[src/rtl/pipeline_pkg.sv]
// Shared pipeline definitions for the forwarding/hazard controller.
//   REG_ADDR_W  : architectural register index width (32 regs, x0 reads as zero)
//   fwd_sel_e   : operand mux_3 select encoding used in the EX stage
//   idex_tag_t  : tag record carried by the ID/EX pipeline register
//   wb_tag_t    : tag record carried by EX/MEM and MEM/WB
package pipeline_pkg;

    localparam int unsigned REG_ADDR_W = 5;

    typedef enum logic [1:0] {
        FWD_REGFILE = 2'b00,
        FWD_MEMWB   = 2'b01,
        FWD_EXMEM   = 2'b10
    } fwd_sel_e;

    typedef struct packed {
        logic [REG_ADDR_W-1:0] rs1;
        logic [REG_ADDR_W-1:0] rs2;
        logic [REG_ADDR_W-1:0] rd;
        logic                  reg_write;
        logic                  mem_read;
    } idex_tag_t;

    typedef struct packed {
        logic [REG_ADDR_W-1:0] rd;
        logic                  reg_write;
    } wb_tag_t;

endpackage

[src/rtl/fwd_sel_logic.sv]
// Combinational forwarding select for one EX-stage source operand.
//   i_rs        : source register of the instruction in EX
//   i_exmem_rd  : destination of the instruction in EX/MEM
//   i_exmem_rw  : EX/MEM instruction writes the register file
//   i_memwb_rd  : destination of the instruction in MEM/WB
//   i_memwb_rw  : MEM/WB instruction writes the register file
//   o_sel       : 10 = EX/MEM result, 01 = MEM/WB result, 00 = register file
module fwd_sel_logic #(
    parameter int unsigned REG_ADDR_W = pipeline_pkg::REG_ADDR_W
) (
    input  logic [REG_ADDR_W-1:0] i_rs,
    input  logic [REG_ADDR_W-1:0] i_exmem_rd,
    input  logic                  i_exmem_rw,
    input  logic [REG_ADDR_W-1:0] i_memwb_rd,
    input  logic                  i_memwb_rw,
    output logic [1:0]            o_sel
);
    import pipeline_pkg::*;

    logic w_exmem_hit;
    logic w_memwb_hit;

    // x0 is never a real producer, so a zero destination never matches.
    assign w_exmem_hit = i_exmem_rw && (i_exmem_rd != '0) && (i_exmem_rd == i_rs);
    assign w_memwb_hit = i_memwb_rw && (i_memwb_rd != '0) && (i_memwb_rd == i_rs);

    // The younger EX/MEM value wins when both stages hold the same register.
    always_comb begin
        o_sel = FWD_REGFILE;
        if (w_exmem_hit) begin
            o_sel = FWD_EXMEM;
        end else if (w_memwb_hit) begin
            o_sel = FWD_MEMWB;
        end
    end

endmodule

[src/rtl/fwd_hazard_ctrl.sv]
// Forwarding and load-use hazard controller for the 5-stage pipeline.
// Tracks destination tags in ID/EX, EX/MEM and MEM/WB and drives the EX
// operand mux_3 selects plus a load-use stall.
//   clk, rst          : rising-edge clock, synchronous active-high reset
//   enable            : pipeline advance; 0 freezes all tag registers
//   flush             : squash the instruction entering ID/EX
//   id_rs1/rs2/rd     : register fields of the instruction in ID
//   id_reg_write      : ID instruction writes the register file
//   id_mem_read       : ID instruction is a load
//   fwd_sel_a/b       : operand-A/B selects (00 regfile, 01 MEM/WB, 10 EX/MEM)
//   stall             : hold PC and IF/ID, bubble ID/EX
module fwd_hazard_ctrl #(
    parameter int unsigned REG_ADDR_W     = pipeline_pkg::REG_ADDR_W,
    parameter bit          LOAD_USE_STALL = 1'b1
) (
    input  logic                  clk,
    input  logic                  rst,
    input  logic                  enable,
    input  logic                  flush,
    input  logic [REG_ADDR_W-1:0] id_rs1,
    input  logic [REG_ADDR_W-1:0] id_rs2,
    input  logic [REG_ADDR_W-1:0] id_rd,
    input  logic                  id_reg_write,
    input  logic                  id_mem_read,
    output logic [1:0]            fwd_sel_a,
    output logic [1:0]            fwd_sel_b,
    output logic                  stall
);
    import pipeline_pkg::*;

    idex_tag_t r_idex;
    wb_tag_t   r_exmem;
    wb_tag_t   r_memwb;
    idex_tag_t w_idex_next;
    logic      w_stall;

    // Load in EX whose result the ID instruction needs; a flushed ID
    // instruction is discarded anyway, so it cannot cause a stall.
    always_comb begin
        w_stall = 1'b0;
        if (LOAD_USE_STALL) begin
            w_stall = r_idex.mem_read && (r_idex.rd != '0) &&
                      ((r_idex.rd == id_rs1) || (r_idex.rd == id_rs2)) && !flush;
        end
    end

    always_comb begin
        w_idex_next = '0;
        if (!(flush || w_stall)) begin
            w_idex_next.rs1       = id_rs1;
            w_idex_next.rs2       = id_rs2;
            w_idex_next.rd        = id_rd;
            w_idex_next.reg_write = id_reg_write;
            w_idex_next.mem_read  = id_mem_read;
        end
    end

    always_ff @(posedge clk) begin
        if (rst) begin
            r_idex  <= '0;
            r_exmem <= '0;
            r_memwb <= '0;
        end else if (enable) begin
            r_idex            <= w_idex_next;
            r_exmem.rd        <= r_idex.rd;
            r_exmem.reg_write <= r_idex.reg_write;
            r_memwb           <= r_exmem;
        end
    end

    fwd_sel_logic #(.REG_ADDR_W(REG_ADDR_W)) u_sel_a (
        .i_rs       (r_idex.rs1),
        .i_exmem_rd (r_exmem.rd),
        .i_exmem_rw (r_exmem.reg_write),
        .i_memwb_rd (r_memwb.rd),
        .i_memwb_rw (r_memwb.reg_write),
        .o_sel      (fwd_sel_a)
    );

    fwd_sel_logic #(.REG_ADDR_W(REG_ADDR_W)) u_sel_b (
        .i_rs       (r_idex.rs2),
        .i_exmem_rd (r_exmem.rd),
        .i_exmem_rw (r_exmem.reg_write),
        .i_memwb_rd (r_memwb.rd),
        .i_memwb_rw (r_memwb.reg_write),
        .o_sel      (fwd_sel_b)
    );

    assign stall = w_stall;

endmodule

[config.mk]
export PLATFORM = sky130hd
export DESIGN_NAME = fwd_hazard_ctrl
export DESIGN_NICKNAME = d
export VERILOG_FILES = /design/src/rtl/pipeline_pkg.sv /design/src/rtl/fwd_sel_logic.sv /design/src/rtl/fwd_hazard_ctrl.sv
export SDC_FILE = /design/constraint.sdc
export NUM_CORES = 1
export LEC_CHECK = 0
export BUFFER_PORTS_ARGS = -buffer_cell sky130_fd_sc_hd__clkbuf_2
export CORE_ASPECT_RATIO = 0.5
export CORE_MARGIN = 1
export CORE_UTILIZATION = 43
export CTS_BUF_LIST = sky130_fd_sc_hd__clkbuf_8
export DETAILED_ROUTE_END_ITERATION = 8
export GPL_TIMING_DRIVEN = 0
export PLACE_DENSITY = 0.76
export SYNTH_ARGS = -nofsm -noshare
export SYNTH_HDL_FRONTEND = slang
export SYNTH_SLANG_ARGS = --single-unit
[constraint.sdc]
create_clock -name clk -period 3.5 [get_ports clk]
set_input_delay 0.7 -clock clk [delete_from_list [all_inputs] [get_ports clk]]
set_output_delay 0.7 -clock clk [all_outputs]
set_load 0.03 [all_outputs]
=== After elaboration in Yosys (flattened, before gate mapping) ===
Index checks and enable logic that the tools add are counted.

* Add/sub/neg operators: 0
* Multiply operators: 0
* Div/mod/pow operators: 0
* $lt $le $gt $ge: 0
* Equal/unequal tests: 6
* Shift-type cells: 0
* Mux-type cells: 5
* Bitwise logic cells: 0
* Reduce and logical (&&, ||, !) cells: 15

{| class="wikitable"
|+ Operators by type and width
! kind !! count
|-
| 5-bit equality test || 6
|-
| 17-bit 2-to-1 mux || 1
|-
| 5-bit nonzero test || 3
|-
| 1-bit logical AND || 9
|-
| 2-bit 2-to-1 mux || 2
|-
| 1-bit logical OR || 2
|-
| 1-bit 2-to-1 mux || 2
|-
| 1-bit zero test || 1
|}

* Flip-flop bits (word level): 29
* Bits in latches: 0
* RAM bits: 0
* ROM bits: 0
* Bits of input ports: 21
* Word-level logic and storage cells: 35
* Memories: 0

=== Logic depth before layout (Yosys ltp) ===
Gate-level depths: netlist of the first run.

* Depth in word-level cells: 6
* Gate-level depth with buffers: 6
* Depth with buffers taken out: 4

=== Cells and area by module ===
From an unflattened synthesis of the first run, not the netlist that was laid out.

* Cells, all modules: 176
* Area, all modules: 1617.8 µm²

{| class="wikitable"
|+ Modules (own cells, without submodules)
! module !! instances !! cells an instance !! area an instance (µm²)
|-
| fwd_hazard_ctrl || 1 || 134 || 1300.0
|-
| fwd_sel_logic || 2 || 21 || 158.9
|}

=== Worst setup path before layout of the first run ===
Ideal clock, no wire load.

* Path type: in2out
* Start: in id_rs2[4]
* End: out stall
* Data arrival time: 1976 ps
* Data required time: 2800 ps
* Slack: 824 ps
* Stages on the path: 4
* Buffers on the path: 0
* Cells stage by stage: xnor2_1 nand3_1 o22ai_2 nor3b_1

* Word-level cells in the longest chain between the ends: 4

{| class="wikitable"
|+ RTL lines
! what !! line !! RTL
|-
| start, declared || fwd_hazard_ctrl.sv:21 || <nowiki>input logic [REG_ADDR_W-1:0] id_rs2,</nowiki>
|-
| 5-bit equality test || fwd_hazard_ctrl.sv:43 || <nowiki>((r_idex.rd == id_rs1) || (r_idex.rd == id_rs2)) && !flush;</nowiki>
|-
| 1-bit logical OR || fwd_hazard_ctrl.sv:43 ||
|-
| 1-bit logical AND || fwd_hazard_ctrl.sv:42 || <nowiki>w_stall = r_idex.mem_read && (r_idex.rd != '0) &&</nowiki>
|-
| 1-bit logical AND || fwd_hazard_ctrl.sv:43 ||
|-
| end, declared || fwd_hazard_ctrl.sv:27 || <nowiki>output logic stall</nowiki>
|}

Every way passes these cells.

=== Worst setup path in the final report of the first run ===
* Start: reg r_exmem[2] (netlist name)
* End: out fwd_sel_b[0]

* Word-level cells in the longest chain between the ends: 4
* Elaborated cells between the ends (all ways): 5

{| class="wikitable"
|+ RTL lines
! what !! line !! RTL
|-
| start, declared || fwd_hazard_ctrl.sv:32 || <nowiki>wb_tag_t r_exmem;</nowiki>
|-
| 5-bit nonzero test || fwd_sel_logic.sv:24 || <nowiki>assign w_exmem_hit = i_exmem_rw && (i_exmem_rd != '0) && (i_exmem_rd == i_rs);</nowiki>
|-
| 1-bit logical AND || fwd_sel_logic.sv:24 ||
|-
| 1-bit logical AND (*) || fwd_sel_logic.sv:24 ||
|-
| via u_sel_b.w_exmem_hit || fwd_sel_logic.sv:20 || <nowiki>logic w_exmem_hit;</nowiki>
|-
| 2-bit 2-to-1 mux (*) || fwd_sel_logic.sv:30 || <nowiki>if (w_exmem_hit) begin</nowiki>
|-
| end, declared || fwd_hazard_ctrl.sv:26 || <nowiki>output logic [1:0] fwd_sel_b,</nowiki>
|}

Mark *: on every way through the listed nets, which the timed path passes. The rest lies on a longest branch.

==> impl_metrics.csv, run 1 <==
group,metric,value,unit
setup_path,critical_path.max_stage_delay,0.52,ns
floorplan,die_width,87.7,um
clock_tree,cts-buffers-inserted,5,
cells_and_area,fraction_of_final_layout_cells_sized_beyond_drive_strength_1,0.276,
setup_path,setup.worst_path.start_class,"flip-flop",
global_route,grt_first_pass_wirelength,6.04,mm
clock_tree,clock_tree.root_cell,"sky130_fd_sc_hd__clkbuf_8",
placement,placed_area,1760,um2
yosys,proportion_of_register_bits_with_asynchronous_set_or_reset_after_synthesis,0,
timing,timing.hold.ws,0.509,ns
clock_tree,clock_tree.buffer_depth,2,
clock_tree,cts.repair_timing.setup_buffer_count,0,
clock_tree,tritoncts_clock_tree,"yes",
timing,achievable-frequency,373,MHz
floorplan,floorplan.initialDensity,0.455,
yosys,yosysWarningCount,0,
route,detail_route.iter0.violations,65,
timing,final.period_utilization,0.765,
cells_and_area,num_antenna_cells,0,
floorplan,floorplan.rows,15,
clock_tree,cts.clk_slew.worst_paths,0.06,ns
cells_and_area,design_area,1850,um2
timing,setup_total_negative_slack,0,ns
timing,finalClockSkew,0.00322,ns
route,number_of_iterations_in_the_first_detailed_routing_pass,4,
cells_and_area,seqCellArea,581,um2
global_route,grt_max_degree,11,
yosys,yosys_top_cell_area_share,0.367,
pwr,power_density,417,nW/um2
clock_tree,cts.htree.levels,2,
setup_path,worstPathCellList,"or4_1 > o21ai_1 > nor4_1 > nor4_2 > clkbuf_2",
setup_path,timing.reg2reg.setup_slack,1.85,ns
route,drc,0,
timing,setup-violations-final,0,
yosys,proportion_of_synthesized_chip_area_in_sequential_cells,0.367,
route,vias_per_cell,5.41,
yosys,synth_cell_type_count,24,
yosys,post-synth-top-count-cell,"sky130_fd_sc_hd__dfxtp_1",
placement,post-dp-hpwl,2.71,mm
yosys,synth_nets,189,
setup_path,critical_path_s_top_delay_family,"simple AND/OR/NAND/NOR gates",
setup_path,timing.critical_path.fanout_max,5,
placement,port_buffers,24,
clock_tree,cts_resized,0,
setup_path,critPathCaptureType,"primary output",
timing,timing.max_slew.rel_slack,0.663,
setup_path,critical_path_class,"reg2out",
yosys,number_of_instances_in_the_synthesized_netlist,168,
cells_and_area,syn2layout_area_growth,17.1,%
timing,tightestPinTransition,0.504,ns
route,post_drt_wl_per_cell,14.5,um
yosys,post_synth_instance_area,1580,um2
timing,rsz_0062_raised_after_global_routing,"no",
floorplan,ioPinCount,26,
cells_and_area,fill_cells,307,
placement,globalplace.congestion,0.806,
global_route,grt_overflow,0,
yosys,number_of_synthesized_register_bits,29,
timing,finalCriticalPeriod,2.68,ns
clock_tree,clkLatencyLatePin,0.28,ns
floorplan,core_area,3470,um2
pwr,static_leakage_power,0.789,nW
yosys,synth_top_cells_by_count,"sky130_fd_sc_hd__dfxtp_1, sky130_fd_sc_hd__nand2_1, sky130_fd_sc_hd__a32oi_1",
floorplan,chipHeight,44.9,um
yosys,syn-mean-instance-area,9.41,um2
setup_path,worst_path_max_delay_cell,"sky130_fd_sc_hd__or4_1",
setup_path,timing.critical_path.required,2.80,ns
setup_path,critical_path.n_buffers_inverters,1,
timing,drv_slew,0,
global_route,grt_antenna_before_repair,0,
route,route.final.wire_length,3.63,mm
worst_hold_path,min-delay-path-class,"reg2reg",
yosys,synthDominantAreaCellType,"sky130_fd_sc_hd__dfxtp_1",
clock_tree,holdBufCountCts,0,
cells_and_area,multi_input_comb_area,928,um2
status,run_status,"completed",
cells_and_area,layout.nets,220,
global_route,grt_usage,0.209,
route,vias_after_detailed_routing,1353,
clock_tree,numClockSinks,29,
yosys,synth-edff-count,0,
yosys,leading_post_synthesis_cells_by_cell_area,"sky130_fd_sc_hd__dfxtp_1, sky130_fd_sc_hd__a32oi_1, sky130_fd_sc_hd__xnor2_1",
timing,final-hold-violation-count,0,
yosys,yosys_most_used_dff,"sky130_fd_sc_hd__dfxtp_1",
floorplan,design.die.area,3940,um2
global_route,first_global_vias,1248,
route,route.antenna.remaining_nets,0,
run,timing.max_cap.violations,0,
setup_path,arrival,1.98,ns
pwr,worst_ir_drop_vdd,161,uV
-- routing by layer --
layer	routed length (um)	GRT usage	up-vias
li1	-	-	675
met1	1840	0.278	650
met5	0	0	-
met2	1660	0.316	26
met4	18	0.0754	0
met3	117	0.0750	2
-- worst paths after layout --
path / from / endpoint / cells past startpoint
worst max register to register: r_idex[3]$_SDFFE_PP0P_ / r_idex[6]$_SDFFE_PP0P_ / 5
worst min-delay path: r_idex[1]$_SDFFE_PP0P_ / r_idex[1]$_SDFFE_PP0P_ / 2
worst max-delay path: r_exmem[2]$_SDFFE_PP0P_ / fwd_sel_b[0] / 5
worst min register to register: r_idex[1]$_SDFFE_PP0P_ / r_idex[1]$_SDFFE_PP0P_ / 2
-- layout make-up --
cell class,instances,area share
clock buffer,6,0.0446
buffer,12,0.0385
multi-input combinational,127,0.502
timing repair buffer,24,0.0649
clock inverter,1,0.00203
tap,51,0.0345
sequential,29,0.314
-- per-stage QoR --
step / setup WS (ns) / std cells / total power, W / utilization
6_report: 0.823 / 250 / 0.000772 / 0.533
5_1_grt: 0.719 / 250 / 0.000812 / 0.533
4_1_cts: 0.799 / 250 / 0.000776 / 0.533
3_5_place_dp: 0.934 / 243 / 0.000505 / 0.508
3_3_place_gp: 0.942 / 243 / 0.000501 / 0.508
2_1_floorplan: 0.824 / 168 / 0.000465 / -
-- registers in the layout (all words and copies together), names as in the netlist --
| signal | count |
|---|---|
| r_exmem | 6 |
| r_idex | 17 |
| r_memwb | 6 |
-- power by group --
group          internal, W  switching, W
sequential        0.000350     0.0000275
clock             0.000153      0.000119
combinational    0.0000593     0.0000635
total             0.000562      0.000210
-- cells by family (layout without fill, tap and decap cells) --
logic type / count (synthesis) / count (layout) / synth area share
DFF: 29 / 29 / 0.367
muxes: 12 / 12 / 0.0760
xor gates and xnor gates: 30 / 30 / 0.166
buffers and inverters: 12 / 43 / 0.0451
AOI/OAI and AO/OA: 38 / 38 / 0.194
and+or+nand+nor: 47 / 47 / 0.151
-- layout by cell type (no fill, tap or decap) --
master and n:
sky130_fd_sc_hd__dfxtp_1 29, sky130_fd_sc_hd__clkbuf_2 25, sky130_fd_sc_hd__nand2_1 19, sky130_fd_sc_hd__a32oi_1 17, sky130_fd_sc_hd__xnor2_1 16, sky130_fd_sc_hd__xor2_1 14, sky130_fd_sc_hd__nor2_1 13, sky130_fd_sc_hd__mux2i_1 12
sky130_fd_sc_hd__o21ai_2 9, sky130_fd_sc_hd__clkbuf_8 6, sky130_fd_sc_hd__o21ai_1 5, sky130_fd_sc_hd__buf_2 5, sky130_fd_sc_hd__o21ai_0 5, sky130_fd_sc_hd__or4_1 4, sky130_fd_sc_hd__nand3_1 4, sky130_fd_sc_hd__buf_4 3
sky130_fd_sc_hd__nor4_1 2, sky130_fd_sc_hd__nor4_2 2, sky130_fd_sc_hd__clkbuf_1 2, sky130_fd_sc_hd__or4_4 1, sky130_fd_sc_hd__o21ai_4 1, sky130_fd_sc_hd__buf_6 1, sky130_fd_sc_hd__o22ai_2 1, sky130_fd_sc_hd__nor3b_1 1
sky130_fd_sc_hd__nor3b_2 1, sky130_fd_sc_hd__inv_1 1
-- tightest hold or removal path: stages, from the launching register on --
cell and delay [ns]:
sky130_fd_sc_hd__dfxtp_1 0.35, sky130_fd_sc_hd__a32oi_1 0.08, sky130_fd_sc_hd__o21ai_2 0.05
(Power assumes the default switching activity.)
==> run 2, diff against run 1 <==
ABC_AREA = 1   (was not set)
PLACE_DENSITY = 0.77   (was 0.76)
clock period = 2.29 ns   (was 3.5 ns; I/O delays follow)
==> run 2 against run 1 <==
Against the previous run:
- synthesized area is 10% higher
- cell area is 11% higher
- count of clock-buffer cells in the layout stayed put
- critical path depth is 5 higher
- sequential share of layout area is 2.9 points lower
- register-to-register slack worse by 0.98 ns
- first-iteration DRC count is 9.2% lower
- non-clock buffer count stayed put
- power is 63% higher
- largest cell class unchanged
- sequential cell count stayed put
- synthesized cell count is 49% higher
==> impl_metrics.csv, run 2 <==
group,metric,value,unit
placement,port_buffers,23,
yosys,synth-compound-area-share,0.114,
cells_and_area,layout.cells.most_common_list,"sky130_fd_sc_hd__nand2_1, sky130_fd_sc_hd__inv_1, sky130_fd_sc_hd__dfxtp_1, sky130_fd_sc_hd__clkbuf_2",
floorplan,floorplan.rows,15,
setup_path,critical_path_s_top_delay_family,"simple AND/OR/NAND/NOR gates",
yosys,post-synth-top-count-cell,"sky130_fd_sc_hd__nand2_1",
setup_path,critPathCaptureType,"primary output",
timing,timing.hold.ws,0.455,ns
route,post_drt_wl_per_cell,11.4,um
yosys,yosys_top_cell_area_share,0.333,
placement,pre_cts_slack,0.286,ns
global_route,grtUsageMet2,0.310,
yosys,proportion_of_register_bits_with_asynchronous_set_or_reset_after_synthesis,0,
route,number_of_iterations_in_the_first_detailed_routing_pass,4,
yosys,syn-mean-instance-area,6.97,um2
yosys,proportion_of_synthesized_chip_area_in_sequential_cells,0.333,
clock_tree,cts.clk_slew.worst_paths,0.06,ns
yosys,synth_nets,271,
placement,placedCellCount,324,
cells_and_area,largest_register_ffs,17,
global_route,gr-usage-met1,0.238,
yosys,yosysWarningCount,0,
cells_and_area,layout_top_registers,"r_idex (17), r_exmem (6), r_memwb (6)",
setup_path,worst_path_max_delay_cell,"sky130_fd_sc_hd__dfxtp_1",
cells_and_area,largest_register,"r_idex",
cells_and_area,syn2layout_area_growth,17.5,%
route,vias_per_cell,4.75,
yosys,post_synth_instance_area,1740,um2
global_route,first_global_vias,1354,
cells_and_area,fin_util,0.562,
route,route.antenna.remaining_nets,0,
timing,final-hold-violation-count,0,
yosys,simple_gate_fraction_of_synth_area,0.323,
timing,achievable-frequency,459,MHz
route,drc,0,
clock_tree,cts.htree.levels,2,
yosys,synth_xor_area_frac,0.111,
placement,post-dp-hpwl,2.87,mm
status,run_status,"completed",
global_route,grt_usage,0.192,
setup_path,critical_path_class,"reg2out",
cells_and_area,instances_no_fill,332,
placement,globalplace.congestion,0.858,
yosys,number_of_instances_in_the_synthesized_netlist,250,
floorplan,floorplan.initialDensity,0.478,
setup_path,arrival,1.72,ns
clock_tree,clock_tree.root_cell,"sky130_fd_sc_hd__clkbuf_8",
timing,timing.max_slew.rel_slack,0.575,
yosys,yosys_most_used_dff,"sky130_fd_sc_hd__dfxtp_1",
route,route.final.wire_length,3.79,mm
floorplan,die_width,92.0,um
yosys,number_of_synthesized_register_bits,29,
yosys,synth_top_cells_by_count,"sky130_fd_sc_hd__nand2_1, sky130_fd_sc_hd__inv_1, sky130_fd_sc_hd__dfxtp_1",
floorplan,design.die.area,4320,um2
timing,finalCriticalPeriod,2.18,ns
timing,drv_slew,0,
clock_tree,clkLatencyLatePin,0.29,ns
clock_tree,clock_tree.buffer_depth,2,
worst_hold_path,min-delay-path-class,"in2reg",
yosys,largest_family_of_logic_cells_by_synthesized_area,"simple AND/OR/NAND/NOR gates",
floorplan,core_area,3640,um2
cells_and_area,fill_cells,354,
global_route,grt_antenna_before_repair,0,
timing,final_setup_margin,0.111,ns
timing,setup-violations-final,0,
timing,finalClockSkew,0.00660,ns
setup_path,timing.critical_path.fanout_max,10,
clock_tree,cts-buffers-inserted,5,
setup_path,critical_path.n_buffers_inverters,3,
timing,final.period_utilization,0.951,
pwr,static_leakage_power,0.984,nW
cells_and_area,num_antenna_cells,0,
yosys,yosys.area_share.adder,0,
yosys,synth-edff-count,0,
global_route,grt_busiest_layer,"met2",
global_route,globalRouteMet3Util,0.0680,
yosys,yosys-mux-area-fraction,0,
global_route,grt_max_degree,11,
route,vias_after_detailed_routing,1576,
clock_tree,tritoncts_clock_tree,"yes",
worst_hold_path,hold_path_depth,2,
pwr,power_density,615,nW/um2
global_route,grt_first_pass_wirelength,6.05,mm
pwr,worst_ir_drop_vdd,234,uV
setup_path,setup.worst_path.start_class,"flip-flop",
run,timing.max_cap.violations,0,
route,detail_route.iter0.violations,59,
cells_and_area,layout.nets,301,
cells_and_area,fraction_of_final_layout_cells_sized_beyond_drive_strength_1,0.217,
floorplan,chipHeight,47,um
yosys,leading_post_synthesis_cells_by_cell_area,"sky130_fd_sc_hd__dfxtp_1, sky130_fd_sc_hd__nand2_1, sky130_fd_sc_hd__xnor2_1",
cells_and_area,leading_cell_type_in_the_layout_fill_and_taps_excluded,"sky130_fd_sc_hd__nand2_1",
yosys,synth_cell_type_count,25,
yosys,synthDominantAreaCellType,"sky130_fd_sc_hd__dfxtp_1",
setup_path,timing.critical_path.required,1.83,ns
setup_path,critical_path.max_stage_delay,0.38,ns
setup_path,worstPathCellList,"inv_1 > nand2_1 > nand2_1 > nor2_1 > nand3_1 > nand2_2 > nand2_4 > buf_12 > nor2_1 > clkbuf_4",
clock_tree,numClockSinks,29,
floorplan,ioPinCount,26,
global_route,grt_overflow,0,
timing,tightestPinTransition,0.637,ns
setup_path,critical_path_depth,10,
setup_path,timing.reg2reg.worst_path_depth,10,
## run 2: cell types whose count changed after synthesis, moves of 5 or more
cell / previous run / this run
sky130_fd_sc_hd__a21oi_1: 0 / 16
sky130_fd_sc_hd__a21oi_2: 0 / 9
sky130_fd_sc_hd__a32oi_1: 17 / 0
sky130_fd_sc_hd__inv_1: 0 / 30
sky130_fd_sc_hd__mux2i_1: 12 / 0
sky130_fd_sc_hd__nand2_1: 19 / 76
sky130_fd_sc_hd__nand3_1: 4 / 11
sky130_fd_sc_hd__nand3_2: 0 / 10
sky130_fd_sc_hd__o21ai_1: 5 / 0
sky130_fd_sc_hd__o21ai_2: 9 / 0
sky130_fd_sc_hd__xor2_1: 14 / 6
## run 2: worst reg2reg max path, stage by stage (launching register included)
cell and delay [ns]:
sky130_fd_sc_hd__dfxtp_1 0.38, sky130_fd_sc_hd__inv_1 0.11, sky130_fd_sc_hd__nand2_1 0.08, sky130_fd_sc_hd__nand2_1 0.05, sky130_fd_sc_hd__nor2_1 0.09, sky130_fd_sc_hd__nand3_1 0.10
sky130_fd_sc_hd__nand2_2 0.10, sky130_fd_sc_hd__nand2_4 0.10, sky130_fd_sc_hd__buf_12 0.16, sky130_fd_sc_hd__nand3_2 0.07, sky130_fd_sc_hd__a21oi_2 0.05
## run 2: layer usage
layer / routed length, um / up-vias / share of wire
met3: 228 / 6 / 0.060
met2: 1630 / 34 / 0.43
met5: 0 / - / 0
met4: 61 / 0 / 0.016
met1: 1860 / 700 / 0.49
li1: - / 836 / -
## run 2: layout make-up
| class | count | area (um2) | share of cell area |
|---|---|---|---|
| Timing Repair Buffer | 23 | 118 | 0.0575 |
| Multi-Input combinational cell | 176 | 961 | 0.469 |
| Inverter | 32 | 120 | 0.0587 |
| Clock buffer | 6 | 82.6 | 0.0403 |
| Tap cell | 51 | 63.8 | 0.0312 |
| Buffer | 13 | 86.3 | 0.0422 |
| Clock inverter | 2 | 33.8 | 0.0165 |
| Sequential cell | 29 | 582 | 0.284 |
## run 2: repair_timing
action                     CTS  global route
resized for setup            0             4
buffers inserted             0             0
setup endpoints to repair    0             2
hold buffers                 0             0
## run 2: cells by family after synthesis
group | after synthesis
buf+inv | 45
simple gates | 123
flops | 29
compound gates | 31
xor+xnor | 22
## run 2: power by group
group,internal (W),switching [W]
clock,0.000350,0.000196
combinational,0.0000715,0.0000939
sequential,0.000524,0.0000248
## run 2: stage by stage
step	TNS (ns)	total power [W]	cell area, um2
after floorplan	0	0.000674	1740
after global placement	0	0.000717	1920
after detailed placement	0	0.000723	1920
after CTS	0	0.00127	2040
after global routing	-0.00534	0.00131	2050
final	0	0.00126	2050
## run 2: final timing paths
check | from | endpoint | slack (ns)
worst max register to register | r_idex[4]$_SDFFE_PP0P_ | r_idex[9]$_SDFFE_PP0P_ | 0.87
worst min-delay path | rst | r_memwb[1]$_SDFFE_PP0P_ | 0.45
worst max-delay path | r_idex[4]$_SDFFE_PP0P_ | stall | 0.11
worst min register to register | r_memwb[0]$_SDFFE_PP0P_ | r_memwb[0]$_SDFFE_PP0P_ | 0.46
